File: src/rtl/systolic_ctrl.sv
// rtl/systolic_ctrl.sv - sequencer for the NxN systolic MAC array (clear, skewed feed, drain, row readout); optional SYSTOLIC_CTRL_PERF_EN adds o_perf_cycles
module systolic_ctrl #(
  parameter int N      = 16,
  parameter int KW     = 8,
  parameter int STEP_W = 10,
  parameter int ROW_W  = 4
) (
  input  logic              clk,
  input  logic              rst_n,
  input  logic              i_start,
  input  logic [KW-1:0]     i_k_len,
  output logic              o_busy,
  output logic              o_zero,
  output logic [STEP_W-1:0] o_feed_step,
  output logic [N-1:0]      o_lane_en,
  output logic              o_out_valid,
  input  logic              i_out_ready,
  output logic [ROW_W-1:0]  o_out_row,
`ifdef SYSTOLIC_CTRL_PERF_EN
  output logic              o_done,
  output logic [31:0]       o_perf_cycles
`else
  output logic              o_done
`endif
);

  typedef enum logic [2:0] {
    S_IDLE  = 3'd0,
    S_CLEAR = 3'd1,
    S_FEED  = 3'd2,
    S_DRAIN = 3'd3,
    S_READ  = 3'd4,
    S_DONE  = 3'd5
  } state_t;

  state_t              r_state;
  logic [KW-1:0]       r_k;
  logic                r_busy;
  logic                r_zero;
  logic [STEP_W-1:0]   r_step;
  logic [N-1:0]        r_lane_en;
  logic                r_out_valid;
  logic [ROW_W-1:0]    r_out_row;
  logic                r_done;

  logic [STEP_W-1:0]   w_k_ext;
  logic [STEP_W-1:0]   w_last_step;
  logic [STEP_W-1:0]   w_mask_step;
  logic [N-1:0]        w_mask;
  logic                w_accept;

  // K widened to the step width; the final feed step is K+2N-3 (last product at PE(N-1,N-1))
  always_comb begin
    w_k_ext     = {{(STEP_W-KW){1'b0}}, r_k};
    w_last_step = w_k_ext + STEP_W'(2*N-3);
    w_accept    = r_out_valid && i_out_ready;
  end

  // Lane mask for the step the FSM will present next cycle: lane i valid when 0 <= t-i < K
  always_comb begin
    w_mask_step = (r_state == S_FEED) ? (r_step + STEP_W'(1)) : '0;
    w_mask      = '0;
    for (int i = 0; i < N; i++) begin
      w_mask[i] = (w_mask_step >= STEP_W'(i)) &&
                  ((w_mask_step - STEP_W'(i)) < w_k_ext);
    end
  end

  // Tile FSM with all outputs registered alongside the state
  always_ff @(posedge clk or negedge rst_n) begin
    if (!rst_n) begin
      r_state     <= S_IDLE;
      r_k         <= '0;
      r_busy      <= 1'b0;
      r_zero      <= 1'b0;
      r_step      <= '0;
      r_lane_en   <= '0;
      r_out_valid <= 1'b0;
      r_out_row   <= '0;
      r_done      <= 1'b0;
    end else begin
      case (r_state)
        S_IDLE: begin
          r_done <= 1'b0;
          if (i_start) begin
            r_k     <= i_k_len;
            r_busy  <= 1'b1;
            r_zero  <= 1'b1;
            r_state <= S_CLEAR;
          end
        end
        S_CLEAR: begin
          r_zero <= 1'b0;
          if (r_k != '0) begin
            r_step    <= '0;
            r_lane_en <= w_mask;
            r_state   <= S_FEED;
          end else begin
            r_state <= S_DRAIN;
          end
        end
        S_FEED: begin
          if (r_step == w_last_step) begin
            r_step    <= '0;
            r_lane_en <= '0;
            r_state   <= S_DRAIN;
          end else begin
            r_step    <= r_step + STEP_W'(1);
            r_lane_en <= w_mask;
          end
        end
        S_DRAIN: begin
          r_out_valid <= 1'b1;
          r_out_row   <= '0;
          r_state     <= S_READ;
        end
        S_READ: begin
          if (w_accept) begin
            if (r_out_row == ROW_W'(N-1)) begin
              r_out_valid <= 1'b0;
              r_out_row   <= '0;
              r_done      <= 1'b1;
              r_state     <= S_DONE;
            end else begin
              r_out_row <= r_out_row + ROW_W'(1);
            end
          end
        end
        S_DONE: begin
          r_done  <= 1'b0;
          r_busy  <= 1'b0;
          r_state <= S_IDLE;
        end
        default: begin
          r_state     <= S_IDLE;
          r_busy      <= 1'b0;
          r_zero      <= 1'b0;
          r_step      <= '0;
          r_lane_en   <= '0;
          r_out_valid <= 1'b0;
          r_out_row   <= '0;
          r_done      <= 1'b0;
        end
      endcase
    end
  end

`ifdef SYSTOLIC_CTRL_PERF_EN
  logic [31:0] r_perf;

  // Busy-cycle counter; the accepting cycle counts as the tile's first busy cycle
  always_ff @(posedge clk or negedge rst_n) begin
    if (!rst_n) begin
      r_perf <= '0;
    end else if ((r_state == S_IDLE) && i_start) begin
      r_perf <= 32'd1;
    end else if (r_busy && (r_perf != 32'hFFFF_FFFF)) begin
      r_perf <= r_perf + 32'd1;
    end
  end

  assign o_perf_cycles = r_perf;
`endif

  assign o_busy      = r_busy;
  assign o_zero      = r_zero;
  assign o_feed_step = r_step;
  assign o_lane_en   = r_lane_en;
  assign o_out_valid = r_out_valid;
  assign o_out_row   = r_out_row;
  assign o_done      = r_done;

endmodule
File: config.mk
export PLATFORM = sky130hd
export DESIGN_NAME = systolic_ctrl
export DESIGN_NICKNAME = d
export VERILOG_FILES = /design/src/rtl/systolic_ctrl.sv
export SDC_FILE = /design/constraint.sdc
export NUM_CORES = 1
export LEC_CHECK = 0
export CORE_AREA = 2 2 147 149
export DETAILED_ROUTE_END_ITERATION = 12
export DIE_AREA = 0 0 149 151
export HOLD_SLACK_MARGIN = 0.02
export PLACE_DENSITY = 0.53
export SYNTH_ARGS = -nofsm -noshare
export SYNTH_HDL_FRONTEND = slang
export SYNTH_SLANG_ARGS = --single-unit
File: constraint.sdc
create_clock -name clk -period 3 [get_ports clk]
set_input_delay 0.6 -clock clk [delete_from_list [all_inputs] [get_ports clk]]
set_output_delay 0.6 -clock clk [all_outputs]
set_load 0.05 [all_outputs]
Word-level counts from Yosys, hierarchy flattened --
Cells that the tools add are included.
Cells by class: add/sub/neg operators 18, magnitude comparators 32, equal/unequal tests 12, muxes and demuxes 25, bitwise gates (word level) 5, reduce and logical (&&, ||, !) cells 32
Operators by type and width (count):
- $lt A10 B8 Y1 | 16
- $ge A10 B4 Y1 const B | 8
- $sub A10 B4 Y10 const B | 8
- $pmux W16 S3 | 1
- $ge A10 B3 Y1 const B | 4
- $sub A10 B3 Y10 const B | 4
- $mux W16 | 2
- $mux W10 | 3
- $pmux W10 S3 | 1
- $ge A10 B1 Y1 const B | 2
- $ge A10 B2 Y1 const B | 2
- $sub A10 B2 Y10 const B | 2
- $logic_and A1 B1 Y1 | 17
- $reduce_or A4 Y1 | 4
- $pmux W3 S5 | 1
- $mux W3 | 4
- $add A10 B1 Y10 const B | 1
- $eq A10 B9 Y1 | 1
- $reduce_and A2 Y1 | 5
- $sub A10 B1 Y10 const B | 1
- $add A8 B5 Y9 const B | 1
- $mux W4 | 2
- $ne A2 B2 Y1 const B | 4
- $pmux W4 S2 | 1
- 15 further kinds | 29
Storage, ports and cells: flip-flop bits (word level) 45, bits of input ports 12, logic and storage cells 133

Depth between registers and ports, before layout --
word-level depth 7, depth in mapped cells 16

Worst setup path before layout --
OpenSTA, ideal clock, no wires.
path type flip-flop to flip-flop, start register r_step[1], in the netlist o_feed_step[1], end register r_lane_en[2], in the netlist o_lane_en[2], arrival time 3557 ps, required time 2890 ps, setup slack -668 ps, cell stages (with the launch flop) 16, path buffers 1, clock period less this slack 3668 ps, path through dfrtp_1 -> ha_1 -> nand3_1 -> xnor2_1 -> nor2_1 -> inv_1 -> buf_2 -> ha_1 -> inv_1 -> o21ai_0 -> xnor2_1 -> ha_1 -> a211o_1 -> a31oi_1 -> o21bai_1 -> o41ai_1
On the way: cells in the longest elaborated chain, start to end 7
Ends and longest elaborated chain:
- start, declared | RTL line 40 | logic [STEP_W-1:0] r_step;
- start signal, assigned | RTL line 108 | r_step <= r_step + STEP_W'(1);
- $add A10 B1 Y10 | RTL line 61 | w_mask_step = (r_state == S_FEED) ? (r_step + STEP_W'(1)) : '0;
- $mux W10 | RTL line 61
- $sub A10 B2 Y10 | RTL line 65 | ((w_mask_step - STEP_W'(i)) < w_k_ext);
- $lt A10 B8 Y1 | RTL line 65
- $logic_and A1 B1 Y1 | RTL line 64 | w_mask[i] = (w_mask_step >= STEP_W'(i)) &&
- $mux W16, on equally long branches | RTL line 103, 94
- $pmux W16 S3 * | RTL line 82 | case (r_state)
- end signal, assigned | RTL line 96 | r_lane_en <= w_mask;
- end signal, assigned | RTL line 109 | r_lane_en <= w_mask;
- end, declared | RTL line 41 | logic [N-1:0] r_lane_en;
Mark *: on every way between the ends. The rest lies on a longest branch, timed or not. The select of a mux whose other input is x is not followed. A chain may end at the register's enable or synchronous reset.

Worst setup path after layout --
start register r_state[2], end register r_lane_en[11], in the netlist o_lane_en[11]
On the way: cells in the longest elaborated chain, start to end 7
Ends and longest elaborated chain:
- start, declared | RTL line 36 | state_t r_state;
- start signal, assigned | RTL line 72 | r_state <= S_IDLE;
- start signal, assigned | RTL line 89 | r_state <= S_CLEAR;
- start signal, assigned | RTL line 97 | r_state <= S_FEED;
- $eq A3 B2 Y1 | RTL line 61, 82
- $mux W10 | RTL line 61
- $sub A10 B4 Y10 | RTL line 65
- $lt A10 B8 Y1 | RTL line 65
- $logic_and A1 B1 Y1 | RTL line 64
- $mux W16, on equally long branches | RTL line 103, 94
- $pmux W16 S3 | RTL line 82
Several ways; a longest one is shown, not always the timed one. The select of a mux whose other input is x is not followed.

==> results.md <==
* All-Layer GR Usage at 0.1951
* Final cell count without fillers at 1211
* Ratio of final minimum period to clock period at 0.9886
* Routed via count divided by cell count at 5.136
* FF-to-FF setup slack at 30 ps
* Number of buffers and inverters on the critical path at 3
* DIE AREA at 22500 um2
* Sum of negative setup slack at 0 ps
* Port Buffers at 45
* Time the worst path needs with I/O delays and setup at 2966 ps
* Max-Slew Margin vs Limit at 0.5436
* Final number of hold-violating endpoints at 0
* Residual overflow from global routing at 0
* Count of fill cells added during filler insertion at 2065
* Type of element launching the critical path: flop
* Starting density of the core at 0.2964
* Highest attainable clock frequency at 0.3372 GHz
* Proportion of synthesized chip area in sequential cells at 0.1825
* Sinks on the clock net at 45
* Synth Register Bits at 45
* Cell-by-cell trace of the critical path: buf_6 > or4b_4 > inv_8 > ha_4 > buf_6 > a32oi_1 > o21a_1 > ha_2 > a211o_1 > a31oi_1 > o21bai_1 > o41ai_2
* Arrival time of data at the critical path endpoint at 3180 ps
* Result of the run: finished, final reports clean
* First-pass iteration count of the detailed router at 5
* Average footprint of a synthesized cell at 8.035 um2
* Biggest fanout along the worst timing path at 5
* Area grow syn2layout at 41.73%
* Fraction of registers with async set or reset after synthesis at 1.000
* Proportion of power drawn by the clock network at 0.113
* Fin Clk Skew at 10.83 ps
* Worst reg2reg startpoint: r_state[2]$_DFFE_PN0P_
* Antenna Violating Nets Remaining at 0
* Crit path top cell by count: sky130_fd_sc_hd__buf_6
* Commonest cells in the synthesized netlist: sky130_fd_sc_hd__ha_1, sky130_fd_sc_hd__nand2_1, sky130_fd_sc_hd__xnor2_1
* Most frequently used flop master after synthesis: sky130_fd_sc_hd__dfrtp_1
* Pin count of the biggest net entering global routing at 37
* Transition time at the pin with the least slew margin at 683.9 ps
* Cell at the root of the clock tree: sky130_fd_sc_hd__clkbuf_16
* Fraction of post-synthesis cell area in the top cell type by area at 0.2109
* Top-level port count at 46
* Syn Std Cell Area at 6171 um2
* Gate count of the mapped netlist at 768
* Worst reg2reg path depth at 12
* Cell type group with the largest total delay on the critical path: compound AO/OA/AOI/OAI gates
* # diodes at 0
* Portion of total power attributed to sequential cells at 0.156
* Minimum hold slack at 293.3 ps
* Placeable Area at 20820 um2
* Drt wl/cell at 18.03 um
* Number of synthesis warnings at 0
* Static leakage at 3.794 nW
* Hold WC Path Type: input pin to asynchronous set/reset pin
* Die Span X at 149 um
* Vias in the first global route at 5920
* Initial DRC count at 446
* Synth top area cells: sky130_fd_sc_hd__ha_1, sky130_fd_sc_hd__dfrtp_1, sky130_fd_sc_hd__xnor2_1
* Required time of the critical path at 3220 ps
* Post-CTS Hold Fix Bufs at 0
* Gate power share at 0.731
* Number of enable-type register cells in the synthesized netlist at 0
* Cell Int Power at 2.861 mW
* Number of buffers created by CTS at 5
* Final standard cell utilization of the core at 0.4200
* Buffers from clock root to sink, at most at 2
* DIE HEIGHT at 151 um
* Final count of negative-setup-slack endpoints at 0
* DPL Wire Length at 16.11 mm
* Residual DRC count at 0
* Final-report max-slew violation count at 0
* Switching power at 2.817 mW
* Max IR drop VDD at 0.3699 mV
* Crit path largest cell delay at 600 ps
* CTS tree: yes
* Placed Instances at 1167
* CTS clock-pin slew for the worst setup and hold paths at 80 ps
* Share of cells above drive strength 1 at 0.2874
* Critical-path top delay cell: sky130_fd_sc_hd__or4b_4
* Total power per unit cell area at 649.3 nW/um2
* Net Count, Synth at 884
* Classification of the worst setup path: flop to flop
* Library cell with the largest summed area after synthesis: sky130_fd_sc_hd__ha_1
* Global-route wire length before repair at 33.80 mm
* Number of antenna violations at the first check in global routing at 0
* Total wirelength of the detailed-routed design at 21.84 mm
* Total via count in the routed design at 6220
* Number of nets in the finished design at 1051
* Share of total power consumed by net switching at 0.4962
* Max Cap Violations at 0
* CTS H-Tree Depth at 2
* Critical R2R Capture: o_lane_en[11]$_DFFE_PN0P_
* Clock latency reported for the late side of the worst-skew pair at 310 ps
* Synth unique cells at 74
* Row cnt at 53
* Placer Congestion at 0.8850
* Setup repair after global routing missed its margin: true
* Capturing element type of the critical path: flop
* Cell with the most instances after synthesis: sky130_fd_sc_hd__ha_1
-- per-layer routing --
| metal | wire, um | GRT usage | vias up | part of all wire |
|---|---|---|---|---|
| met3 | 893 | 0.01958 | 22 | 0.041 |
| li1 | - | - | 3099 | - |
| met2 | 10090 | 0.3171 | 134 | 0.46 |
| met1 | 10460 | 0.2764 | 2965 | 0.48 |
| met5 | 0 | 0 | - | 0 |
| met4 | 403 | 0.05143 | 0 | 0.018 |
-- state kept, by name, indices dropped and copies added, names as in the netlist --
signal / cells
o_lane_en: 16
o_feed_step: 10
r_k: 8
o_out_row: 4
r_state: 3
o_busy: 1
o_done: 1
o_out_valid: 1
o_zero: 1
-- cell type report --
cell class | instances | area (um2) | share of cell area
clock buffer | 6 | 138.9 | 0.01588
clock inverter | 2 | 17.52 | 0.002003
inverter | 36 | 160.2 | 0.01831
multi-input combinational | 647 | 5209 | 0.5956
sequential | 45 | 1136 | 0.1299
tap | 275 | 344.1 | 0.03934
timing repair buffer | 199 | 1732 | 0.1980
timing repair inverter | 1 | 8.758 | 0.001001
-- repair_timing --
action,CTS,global route
cloned,0,1
setup endpoints to repair,11,15
pin swaps,0,41
resized for setup,14,104
buffers inserted,3,33
-- metrics by stage --
step	area, um2	power (mW)	setup WS (ps)
3_3_place_gp	7828	4.510	-85.39
6_report	8746	5.678	34.07
4_1_cts	8051	5.268	0.8176
3_5_place_dp	7828	4.555	-79.50
5_1_grt	8746	6.196	-134.2
2_1_floorplan	6285	3.260	-84.84
-- worst reg2reg max path: stages, from the launching register on --
cell and delay, ps:
sky130_fd_sc_hd__dfrtp_2 440, sky130_fd_sc_hd__buf_6 130, sky130_fd_sc_hd__or4b_4 600, sky130_fd_sc_hd__inv_8 110, sky130_fd_sc_hd__ha_4 160, sky130_fd_sc_hd__buf_6 120, sky130_fd_sc_hd__a32oi_1 90, sky130_fd_sc_hd__o21a_1 230
sky130_fd_sc_hd__ha_2 180, sky130_fd_sc_hd__a211o_1 220, sky130_fd_sc_hd__a31oi_1 170, sky130_fd_sc_hd__o21bai_1 100, sky130_fd_sc_hd__o41ai_2 320
-- layout by cell type (no fill, tap or decap), types with 5 or more instances in the layout --
cell,count
sky130_fd_sc_hd__xor2_1,10
sky130_fd_sc_hd__o21ai_2,8
sky130_fd_sc_hd__a211o_1,5
sky130_fd_sc_hd__nor4_1,5
sky130_fd_sc_hd__o31ai_1,13
sky130_fd_sc_hd__nor2_1,55
sky130_fd_sc_hd__buf_4,138
sky130_fd_sc_hd__a21o_1,13
sky130_fd_sc_hd__o41ai_2,7
sky130_fd_sc_hd__o21ai_0,43
sky130_fd_sc_hd__a21oi_1,35
sky130_fd_sc_hd__o21ai_1,10
sky130_fd_sc_hd__nor2b_1,6
sky130_fd_sc_hd__o21a_1,6
sky130_fd_sc_hd__a21oi_2,9
sky130_fd_sc_hd__nor2_2,6
sky130_fd_sc_hd__and3_1,7
sky130_fd_sc_hd__nand2_2,5
sky130_fd_sc_hd__nor3_1,11
sky130_fd_sc_hd__inv_1,28
sky130_fd_sc_hd__a31oi_1,9
sky130_fd_sc_hd__ha_1,94
sky130_fd_sc_hd__clkdlybuf4s50_1,44
sky130_fd_sc_hd__o211ai_1,5
sky130_fd_sc_hd__o22ai_1,5
sky130_fd_sc_hd__inv_2,5
sky130_fd_sc_hd__nand2b_1,6
sky130_fd_sc_hd__dfrtp_1,39
sky130_fd_sc_hd__ha_4,7
sky130_fd_sc_hd__xnor2_1,74
sky130_fd_sc_hd__nand3_1,14
sky130_fd_sc_hd__buf_6,8
sky130_fd_sc_hd__nand2_1,78
sky130_fd_sc_hd__nand4_1,5
sky130_fd_sc_hd__dfrtp_2,5
sky130_fd_sc_hd__buf_12,8
sky130_fd_sc_hd__clkbuf_16,5
-- logic make-up after synthesis --
kind of cell	after synthesis	share of synthesized area
and+or+nand+nor	234	0.1825
AOI/OAI and AO/OA	212	0.2313
adders and majority gates	106	0.2143
buffers and inverters	76	0.05251
muxes	5	0.009123
xor gates and xnor gates	90	0.1277
DFF	45	0.1825
-- power groups by stage --
stage / Sequential, mW / Clock [mW] / Combinational, mW
detailed placement: 0.895 / 0 / 3.66
global route: 0.906 / 0.686 / 4.60
global placement: 0.895 / 0 / 3.62
CTS: 0.883 / 0.671 / 3.71
floorplan: 0.981 / 0 / 2.28
finish: 0.887 / 0.639 / 4.15
-- how the worst max path moves through the flow --
stage,from,end,slack [ps],depth (start not counted)
CTS,r_state[2]$_DFFE_PN0P_,o_lane_en[4]$_DFFE_PN0P_,0.8,13
global route,o_feed_step[1]$_DFFE_PN0P_,o_lane_en[11]$_DFFE_PN0P_,-130,13
global placement,r_state[2]$_DFFE_PN0P_,o_lane_en[5]$_DFFE_PN0P_,-90,12
floorplan,o_feed_step[0]$_DFFE_PN0P_,o_lane_en[2]$_DFFE_PN0P_,-80,14
finish,r_state[2]$_DFFE_PN0P_,o_lane_en[11]$_DFFE_PN0P_,30,12
detailed placement,r_state[2]$_DFFE_PN0P_,o_lane_en[5]$_DFFE_PN0P_,-80,12
Note: power is estimated with default switching activity, not from simulation.
